===== src/rtl/ren_simd_arb.sv =====
// ren_simd_arb: arbitrates NREQ requesters onto one FP_SIMD unit (IDLE/BUSY/FLUSH).
// Define REN_ARB_ROUND_ROBIN_EN for round-robin arbitration; fixed priority otherwise.
module ren_simd_arb #(
  parameter int NREQ  = 3,
  parameter int LANES = 4
) (
  input  logic                   clk,
  input  logic                   rstn,
  input  logic [NREQ-1:0]        i_req,
  input  logic [3*NREQ-1:0]      i_opcode,
  input  logic [22*LANES*NREQ-1:0] i_in1,
  input  logic [22*LANES*NREQ-1:0] i_in2,
  output logic [NREQ-1:0]        o_gnt,
  output logic [NREQ-1:0]        o_valid,
  output logic [22*LANES-1:0]    o_result,
  output logic [1:0]             o_owner,
  output logic                   o_busy,
  output logic                   o_simd_en,
  output logic                   o_simd_rstn,
  output logic [22*LANES-1:0]    o_simd_in1,
  output logic [22*LANES-1:0]    o_simd_in2,
  output logic [2:0]             o_simd_opcode,
  input  logic [22*LANES-1:0]    i_simd_out,
  input  logic                   i_simd_valid,
  input  logic                   i_simd_busy
);
  localparam int W = 22 * LANES;
  localparam logic [NREQ-1:0] ONE = {{(NREQ-1){1'b0}}, 1'b1};
  typedef enum logic [1:0] {IDLE = 2'd0, BUSY = 2'd1, FLUSH = 2'd2} state_t;
  state_t          r_state, w_next;
  logic [1:0]      r_owner, w_win;
  logic [NREQ-1:0] r_gnt, r_valid;
  logic [W-1:0]    r_result, r_in1, r_in2;
  logic [2:0]      r_op;
  logic            w_grant, w_capture;
  logic            w_unused;
  assign w_unused = &{1'b0, i_simd_busy};
`ifdef REN_ARB_ROUND_ROBIN_EN
  logic [1:0] r_ptr;
  // descending scan: the last hit is the nearest index above the pointer
  always_comb begin
    w_win = '0;
    for (int i = NREQ; i >= 1; i--)
      if (i_req[(int'(r_ptr) + i) % NREQ]) w_win = 2'((int'(r_ptr) + i) % NREQ);
  end
  always_ff @(posedge clk or negedge rstn)
    if (!rstn) r_ptr <= 2'(NREQ - 1);
    else if (w_grant) r_ptr <= w_win;
`else
  always_comb begin
    w_win = '0;
    for (int i = NREQ - 1; i >= 0; i--)
      if (i_req[i]) w_win = 2'(i);
  end
`endif
  always_comb begin
    w_next    = r_state;
    w_grant   = 1'b0;
    w_capture = 1'b0;
    case (r_state)
      IDLE: if (|i_req) begin
        w_grant = 1'b1;
        w_next  = BUSY;
      end
      BUSY: if (i_simd_valid) begin
        w_capture = 1'b1;
        w_next    = FLUSH;
      end
      default: w_next = IDLE;
    endcase
  end
  always_ff @(posedge clk or negedge rstn)
    if (!rstn) begin
      r_state  <= IDLE;
      r_gnt    <= '0;
      r_valid  <= '0;
      r_result <= '0;
      r_owner  <= '0;
      r_in1    <= '0;
      r_in2    <= '0;
      r_op     <= '0;
    end else begin
      r_state  <= w_next;
      r_gnt    <= w_grant ? ONE << w_win : '0;
      r_valid  <= w_capture ? ONE << r_owner : '0;
      r_result <= w_capture ? i_simd_out : r_result;
      r_owner  <= w_grant ? w_win : r_owner;
      r_in1    <= w_grant ? i_in1[int'(w_win)*W +: W] : r_in1;
      r_in2    <= w_grant ? i_in2[int'(w_win)*W +: W] : r_in2;
      r_op     <= w_grant ? i_opcode[int'(w_win)*3 +: 3] : r_op;
    end
  assign o_gnt         = r_gnt;
  assign o_valid       = r_valid;
  assign o_result      = r_result;
  assign o_owner       = r_owner;
  assign o_busy        = r_state != IDLE;
  assign o_simd_en     = r_state == BUSY;
  assign o_simd_rstn   = r_state == BUSY;
  assign o_simd_in1    = r_in1;
  assign o_simd_in2    = r_in2;
  assign o_simd_opcode = r_op;
endmodule


===== config.mk =====
export PLATFORM = sky130hd
export DESIGN_NAME = ren_simd_arb
export DESIGN_NICKNAME = d
export VERILOG_FILES = /design/src/rtl/ren_simd_arb.sv
export SDC_FILE = /design/constraint.sdc
export NUM_CORES = 1
export LEC_CHECK = 0
export BUFFER_PORTS_ARGS = -buffer_cell sky130_fd_sc_hd__buf_2
export CORE_AREA = 2 2 357 359
export CTS_CLUSTER_DIAMETER = 30
export CTS_CLUSTER_SIZE = 40
export DETAILED_ROUTE_END_ITERATION = 7
export DIE_AREA = 0 0 359 361
export SETUP_SLACK_MARGIN = 0.02
export SKIP_LAST_GASP = 1
export SYNTH_ARGS = -nofsm -noshare
export SYNTH_HDL_FRONTEND = slang
export SYNTH_SLANG_ARGS = --single-unit

===== constraint.sdc =====
create_clock -name clk -period 2.4 [get_ports clk]
set_input_delay 0 -clock clk [delete_from_list [all_inputs] [get_ports clk]]
set_output_delay 0 -clock clk [all_outputs]
set_load 0.005 [all_outputs]

After elaboration in Yosys (flattened, before gate mapping)
Cells that the tools add are included.
{"block": "totals", "elab_cells": 34, "regBits": 277}
{"block": "classes", "eq_ne": 3, "mul": 2, "n_mux": 12, "reduce_logical": 4, "shifts": 5}
{"operator": "264-bit by 10-bit variable part select with 88-bit output", "count": 1}
{"operator": "264-bit by 32-bit variable part select with 88-bit output", "count": 1}
{"operator": "2-bit two-way mux", "count": 5}
{"operator": "9-bit by 5-bit variable part select with 3-bit output", "count": 1}
{"operator": "2-bit by 4-bit multiplier with 6-bit output (second input constant)", "count": 1}
{"operator": "3-bit two-way mux", "count": 2}
{"operator": "1-bit by 2-bit << shifter with 3-bit output (first input constant)", "count": 2}
{"operator": "2-bit by 2-bit multiplier with 4-bit output (second input constant)", "count": 1}
{"operator": "1-bit two-way mux", "count": 4}
{"operator": "2-bit one-hot mux with 2 select lines", "count": 1}
{"operator": "3-bit OR reduction", "count": 1}
{"operator": "2-bit by 1-bit == test with 1-bit output (second input constant)", "count": 1}
{"operator": "2-bit zero test", "count": 1}
{"operator": "2-bit by 1-bit != test with 1-bit output (second input constant)", "count": 1}
{"operator": "2-bit != test (second input constant)", "count": 1}
{"operator": "2-bit AND reduction", "count": 1}
{"operator": "2-bit nonzero test", "count": 1}

Logic depth before layout (Yosys ltp)
Gate-level depths: netlist of run 1.
{"block": "depth", "depth_word": 5, "mapped_depth": 7, "ltp_nobuf": 4}

Least setup slack after synthesis of run 1
Ideal clock, no wire load.
{"block": "synth_timing", "kind": "flip-flop to flip-flop", "from": "register r_state[1]", "to": "register r_in1[57] (netlist: o_simd_in1[57])", "path_slack_ps": 938, "stages_incl_launch_ff": 7, "setup_ps": 130, "arrival_ps": 1331, "path_cell_list": "dfrtp_1 nor2_1 inv_1 clkbuf_1 clkbuf_1 o21ai_0 o31ai_2"}
{"block": "synth_via", "elab_chain_cells": 2}
{"element": "start, declared", "line": "30", "source": "state_t r_state, w_next;"}
{"element": "start signal, assigned", "line": "83", "source": "r_state <= w_next;"}
{"element": "2-bit zero test", "line": "60", "source": "case (r_state)"}
{"element": "1-bit two-way mux", "line": "60"}
{"element": "end signal, assigned", "line": "88", "source": "r_in1 <= w_grant ? i_in1[int'(w_win)*W +: W] : r_in1;"}
{"element": "end, declared", "line": "33", "source": "logic [W-1:0] r_result, r_in1, r_in2;"}
No other way between the ends.
A chain may end at the register's enable or synchronous reset.

Worst setup path in the final report of run 1
{"block": "layout_timing", "from": "register r_state[1]", "to": "register r_in1[42] (netlist: o_simd_in1[42])"}
Same word-level chain as after synthesis.

==> metrics, run 1 <==
Hold Crit Class=input port to flip-flop; final worst-path cycle share=0.958; Cell Rows=130; CTS Sinks=277; number of flops mapped to enable cells by yosys=0; LEAKAGE=13.4 nW; startpoint class of the critical path=flip-flop; commonest non-fill, non-tap cell in the layout=buf_2; R2R Setup Slk=0.1 ns; crit path launch=r_state[1]; syn avg cell area=9.44 um^2; clock slew at reported path FFs=0.05 ns; RD Place Congestion=0.915; first drt pass iteration count=5; Power Density=1110 mW/mm^2; gr usage total=0.143; Die X=359 um; hpwl dp=70.6 mm; critical path required time=2.97 ns; cells on worst reg2reg path=6; Setup CP Type=flip-flop to flip-flop; die area=0.130 mm^2; Die Ht=361 um; average vias per placed instance=4.01; WL/cell=20.4 um; Arrival @ worst endpoint=2.87 ns; Overall Power=33.3 mW; Max IR drop VDD=542 uV; final slew viol count=0; hold path startpoint=i_in1[182]; final wirelength=96.9 mm; syn_nets=2267; final hold vios=0; worst skew pair latency=0.65 ns; RR Endpoint=o_simd_in1[42]; most frequent cells in the layout=buf_2, dlygate4sd3_1, dfrtp_1, nor2_1, a21oi_1; beginning of the worst register-to-register path=r_state[1]; post-synth top area share=0.449; TNS Setup=0 ns; Max Freq=435 MHz; final worst clock skew=0.0374 ns; cell area after placement=0.0219 mm^2; synth warn=0; # DRC=0; starting density of the core=0.123; final setup violation count=0; final core occ=0.238; post-layout minimum cycle time=2.30 ns; CP Capture Type=flip-flop; Final ANT Viol Nets=0; CTS tree=done; CTS max path bufs=3; DR iter-0 viols=1346; sequential area share after synthesis=0.449; status=finished clean; number of setup buffers added after CTS=0; Max Cap Viol=0; top cells by area, synth=dfrtp_1, or3b_1, o31ai_1, nand2b_1, mux2_2; largest net degree at the start of global routing=135; vias=19000; global-route congestion overflow total=0; core area=0.125 mm^2; Final Net Count=3640; hold depth=5; vias in the first global route=19500; largest area contributor in the netlist=dfrtp_1; first-pass GRT wire length=136 mm; Area growth syn-to-layout=93.7%; IO Pins=910; Design Area, Final=0.0299 mm^2; FFs w/ async S/R, synth=1.00; CTS buffer count=76; distinct cell type count after synthesis=26; Main synth FF type=dfrtp_1; slew margin rel.=0.510; endpoint of the worst hold-timing path=o_simd_in1[6]; Slew @ Worst Pin=0.735 ns; netlist area before placement=0.0154 mm^2; Yosys reg bits=277; cells after synthesis=1635; H-tree depth=3; clk root buf=clkbuf_16; crit path max fanout=57; PortBufs=908; initial antenna violation count=30; layout cells sized above 1=0.390
==> Yosys cell counts (all sizes together), types with 2 or more instances <==
master and number:
o31ai 179, buf 93, nor2b 2, nor2 184, nand2 3, nor3 2
dfrtp 277, or3b 179, o21ai 181, a21oi 181, clkbuf 78, nor3b 2
inv 3, mux2 88, nand2b 180
==> where the power goes <==
part / internal (mW) / switching [mW]
Sequential: 7.05 / 1.26
Combinational: 6.83 / 7.00
Clock: 7.68 / 3.44
==> through the flow <==
step / setup WS (ns) / std cells / hold slack (ns)
after floorplan: 0.938 / 1635 / -0.296
after global placement: 0.464 / 4069 / 0.0219
after detailed placement: 0.447 / 4069 / 0.0177
after CTS: 0.0406 / 4719 / 0.0140
after global routing: -0.0326 / 4730 / 0.0645
final: 0.100 / 4745 / 0.0986
==> state kept, by name (all words and copies together) (netlist names) <==
| name | count |
|---|---|
| o_valid | 3 |
| o_gnt | 3 |
| o_simd_in1 | 88 |
| o_owner | 2 |
| o_simd_in2 | 88 |
| o_simd_opcode | 3 |
| o_result | 88 |
| r_state | 2 |
==> how the worst max path moves through the flow <==
| stage | end | slack, ns |
|---|---|---|
| floorplan | o_simd_in1[57] | 0.94 |
| global placement | o_simd_in1[18] | 0.46 |
| detailed placement | o_simd_in1[11] | 0.45 |
| CTS | o_simd_in2[54] | 0.04 |
| global route | o_simd_in1[29] | -0.03 |
| finish | o_simd_in1[42] | 0.1 |
==> kinds of logic after synthesis <==
group,share of synthesized area
buffers and inverters,0.0544
DFF,0.449
and+or+nand+nor,0.224
muxes,0.0642
AOI/OAI and AO/OA,0.208
==> cell type report <==
cell class | instances | area, um^2
inverter | 3 | 18.8
tap | 1650 | 2060
fill | 13400 | 95500
clock inverter | 43 | 707
timing repair buffer | 1466 | 10300
antenna | 25 | 62.6
sequential | 277 | 6930
multi-input combinational | 1184 | 7690
clock buffer | 97 | 2090
==> worst max-delay path: stages (launching register included) <==
cell and delay (ns):
dfrtp_1 0.37, nor2_1 0.17, buf_4 0.19, nand2b_4 0.19, buf_12 0.24, o31ai_1 0.34, dlygate4sd3_1 0.60
==> per-layer routing <==
metal  global-route usage  wire (um)
met1                0.172      39000
met5                    0         57
met3               0.0429       8300
met2                0.231      44700
met4               0.0764       4780
==> what timing repair did <==
action | 4_1_cts | 5_1_grt
gates resized for setup | 0 | 13
endpoints found under the setup margin | 0 | 64
hold buffers | 510 | 0
hold endpoints to repair | 551 | 0
No activity file was read; power rests on OpenSTA's default activity.
==> inputs of run 2 (changes only) <==
--- a/config.mk
+++ b/config.mk
@@ -6,11 +6,12 @@
 export NUM_CORES = 1
 export LEC_CHECK = 0
 export BUFFER_PORTS_ARGS = -buffer_cell sky130_fd_sc_hd__buf_2
-export CORE_AREA = 2 2 357 359
+export CORE_AREA = 5 5 350 352
 export CTS_CLUSTER_DIAMETER = 30
 export CTS_CLUSTER_SIZE = 40
 export DETAILED_ROUTE_END_ITERATION = 7
-export DIE_AREA = 0 0 359 361
+export DIE_AREA = 0 0 355 357
+export RECOVER_POWER = 100
 export SETUP_SLACK_MARGIN = 0.02
 export SKIP_LAST_GASP = 1
 export SYNTH_ARGS = -nofsm -noshare
==> metrics, run 2 (synthesized netlist as in run 1, its figures left out) <==
number of setup buffers added after CTS=0; WL/cell=21.9 um; R2R Setup Slk=0.15 ns; layout cells sized above 1=0.300; Final ANT Viol Nets=0; commonest non-fill, non-tap cell in the layout=buf_2; crit path max fanout=64; TNS Setup=0 ns; PortBufs=908; LEAKAGE=13.1 nW; final setup violation count=0; Cell Rows=127; Sequential Area=0.00693 mm^2; final wirelength=103 mm; vias in the first global route=20300; Max Cap Viol=0; # DRC=0; largest net degree at the start of global routing=102; final hold vios=0; CTS max path bufs=3; critical path cell sequence=dlygate4sd3_1 -> buf_6 -> buf_12 -> or3b_1 -> a21oi_1 -> o31ai_1 -> dlygate4sd3_1; Hold Crit Class=input port to flip-flop; status=finished clean; clock slew at reported path FFs=0.04 ns; beginning of the worst register-to-register path=r_state[1]; Setup CP Type=input port to flip-flop; average vias per placed instance=4.12; clk root buf=clkbuf_16; gr usage total=0.155; initial antenna violation count=26; RR Endpoint=o_simd_in1[45]; Slew @ Worst Pin=1.03 ns; RD Place Congestion=0.931; DR iter-0 viols=1370; Max stage delay on crit path=0.57 ns; final worst clock skew=0.0390 ns; worst skew pair latency=0.67 ns; GRT busiest layer=met2; final core occ=0.252; die area=0.127 mm^2; Layout fillers=12800; Arrival @ worst endpoint=2.87 ns; first-pass GRT wire length=143 mm; Die Ht=357 um; most frequent cells in the layout=buf_2, dlygate4sd3_1, clkbuf_1, dfrtp_1, nor2_1; CTS Sinks=277; critical path required time=2.93 ns; area of the multi-input gates=0.00764 mm^2; Power Density=1040 mW/mm^2; Final Net Count=3732; starting density of the core=0.130; slew margin rel.=0.315; Area growth syn-to-layout=94.1%; CP Capture Type=flip-flop; global-route congestion overflow total=0; Max IR drop VDD=498 uV; RSZ-0062 raised after global routing=false; hpwl dp=76.6 mm; IO Pins=910; first drt pass iteration count=5; Max Freq=426 MHz; endpoint of the worst hold-timing path=o_simd_in1[71]; final worst-path cycle share=0.978; core area=0.119 mm^2; GR Util met1=0.187; post-layout minimum cycle time=2.35 ns; startpoint class of the critical path=input port; cells on worst reg2reg path=6; hold depth=5; H-tree depth=3; vias=19500; CTS buffer count=83; CTS tree=done; Die X=355 um; hold path startpoint=i_in1[159]; met2 usage in global routing=0.249; met3 usage=0.0486; Crit-path slowest cell=dlygate4sd3_1; final slew viol count=0; Critical Path Most Common Cell=dlygate4sd3_1
run 2: cell type report:
type                            instances  area share
Clock inverter                         29      0.0132
Tap cell                             1548      0.0646
Antenna cell                            9    0.000752
Sequential cell                       277       0.231
Clock buffer                          120      0.0800
Multi-Input combinational cell       1184       0.255
Timing Repair Buffer                 1551       0.355
Inverter                                3    0.000543
run 2: worst max path at each step:
stage               cells after the start  slack (ns)        from        endpoint
detailed placement                      5        0.46  r_state[1]  o_simd_in1[19]
CTS                                     6        0.03  r_state[1]  o_simd_in2[18]
floorplan                               6        0.94  r_state[1]  o_simd_in1[57]
global route                            6        0.03  r_state[1]  o_simd_in1[72]
finish                                  7        0.05    i_req[2]  o_simd_in1[28]
global placement                        5        0.49  r_state[1]   o_simd_in1[3]
run 2: power by group:
group	internal, mW	leakage, nW	total (mW)	switching (mW)
clock network	7.27	1.36	10.8	3.58
registers	7.06	3.33	8.34	1.28
logic	5.06	8.39	11.9	6.82
run 2: worst max-delay path, delay by kind of cell:
kind | cells | cell delay (ns)
buffers and inverters | 4 | 1.76
and+or+nand+nor | 1 | 0.39
AOI/OAI and AO/OA | 2 | 0.62
run 2: what timing repair did:
action / 4_1_cts / 5_1_grt
setup endpoints to repair: 0 / 26
gates resized for setup: 0 / 1
endpoints found under the hold margin: 551 / 0
hold buffers: 574 / 0
run 2: through the flow:
stage	power, mW	area (um^2)	setup WS, ns	cells	hold WS [ns]
detailed placement	19.5	21900	0.459	3989	-0.0330
CTS	32.2	30400	0.0331	4712	0.00656
global placement	19.3	21900	0.494	3989	-0.0307
finish	31.1	30000	0.0536	4721	0.0746
floorplan	12.7	15400	0.938	1635	-0.296
global route	33.0	30000	0.0252	4718	0.0519
run 2: layer usage:
layer / up-vias / wire (um)
met3: 244 / 9390
met5: - / 102
met1: 9413 / 40800
met2: 1031 / 47300
li1: 8768 / -
met4: 14 / 5650
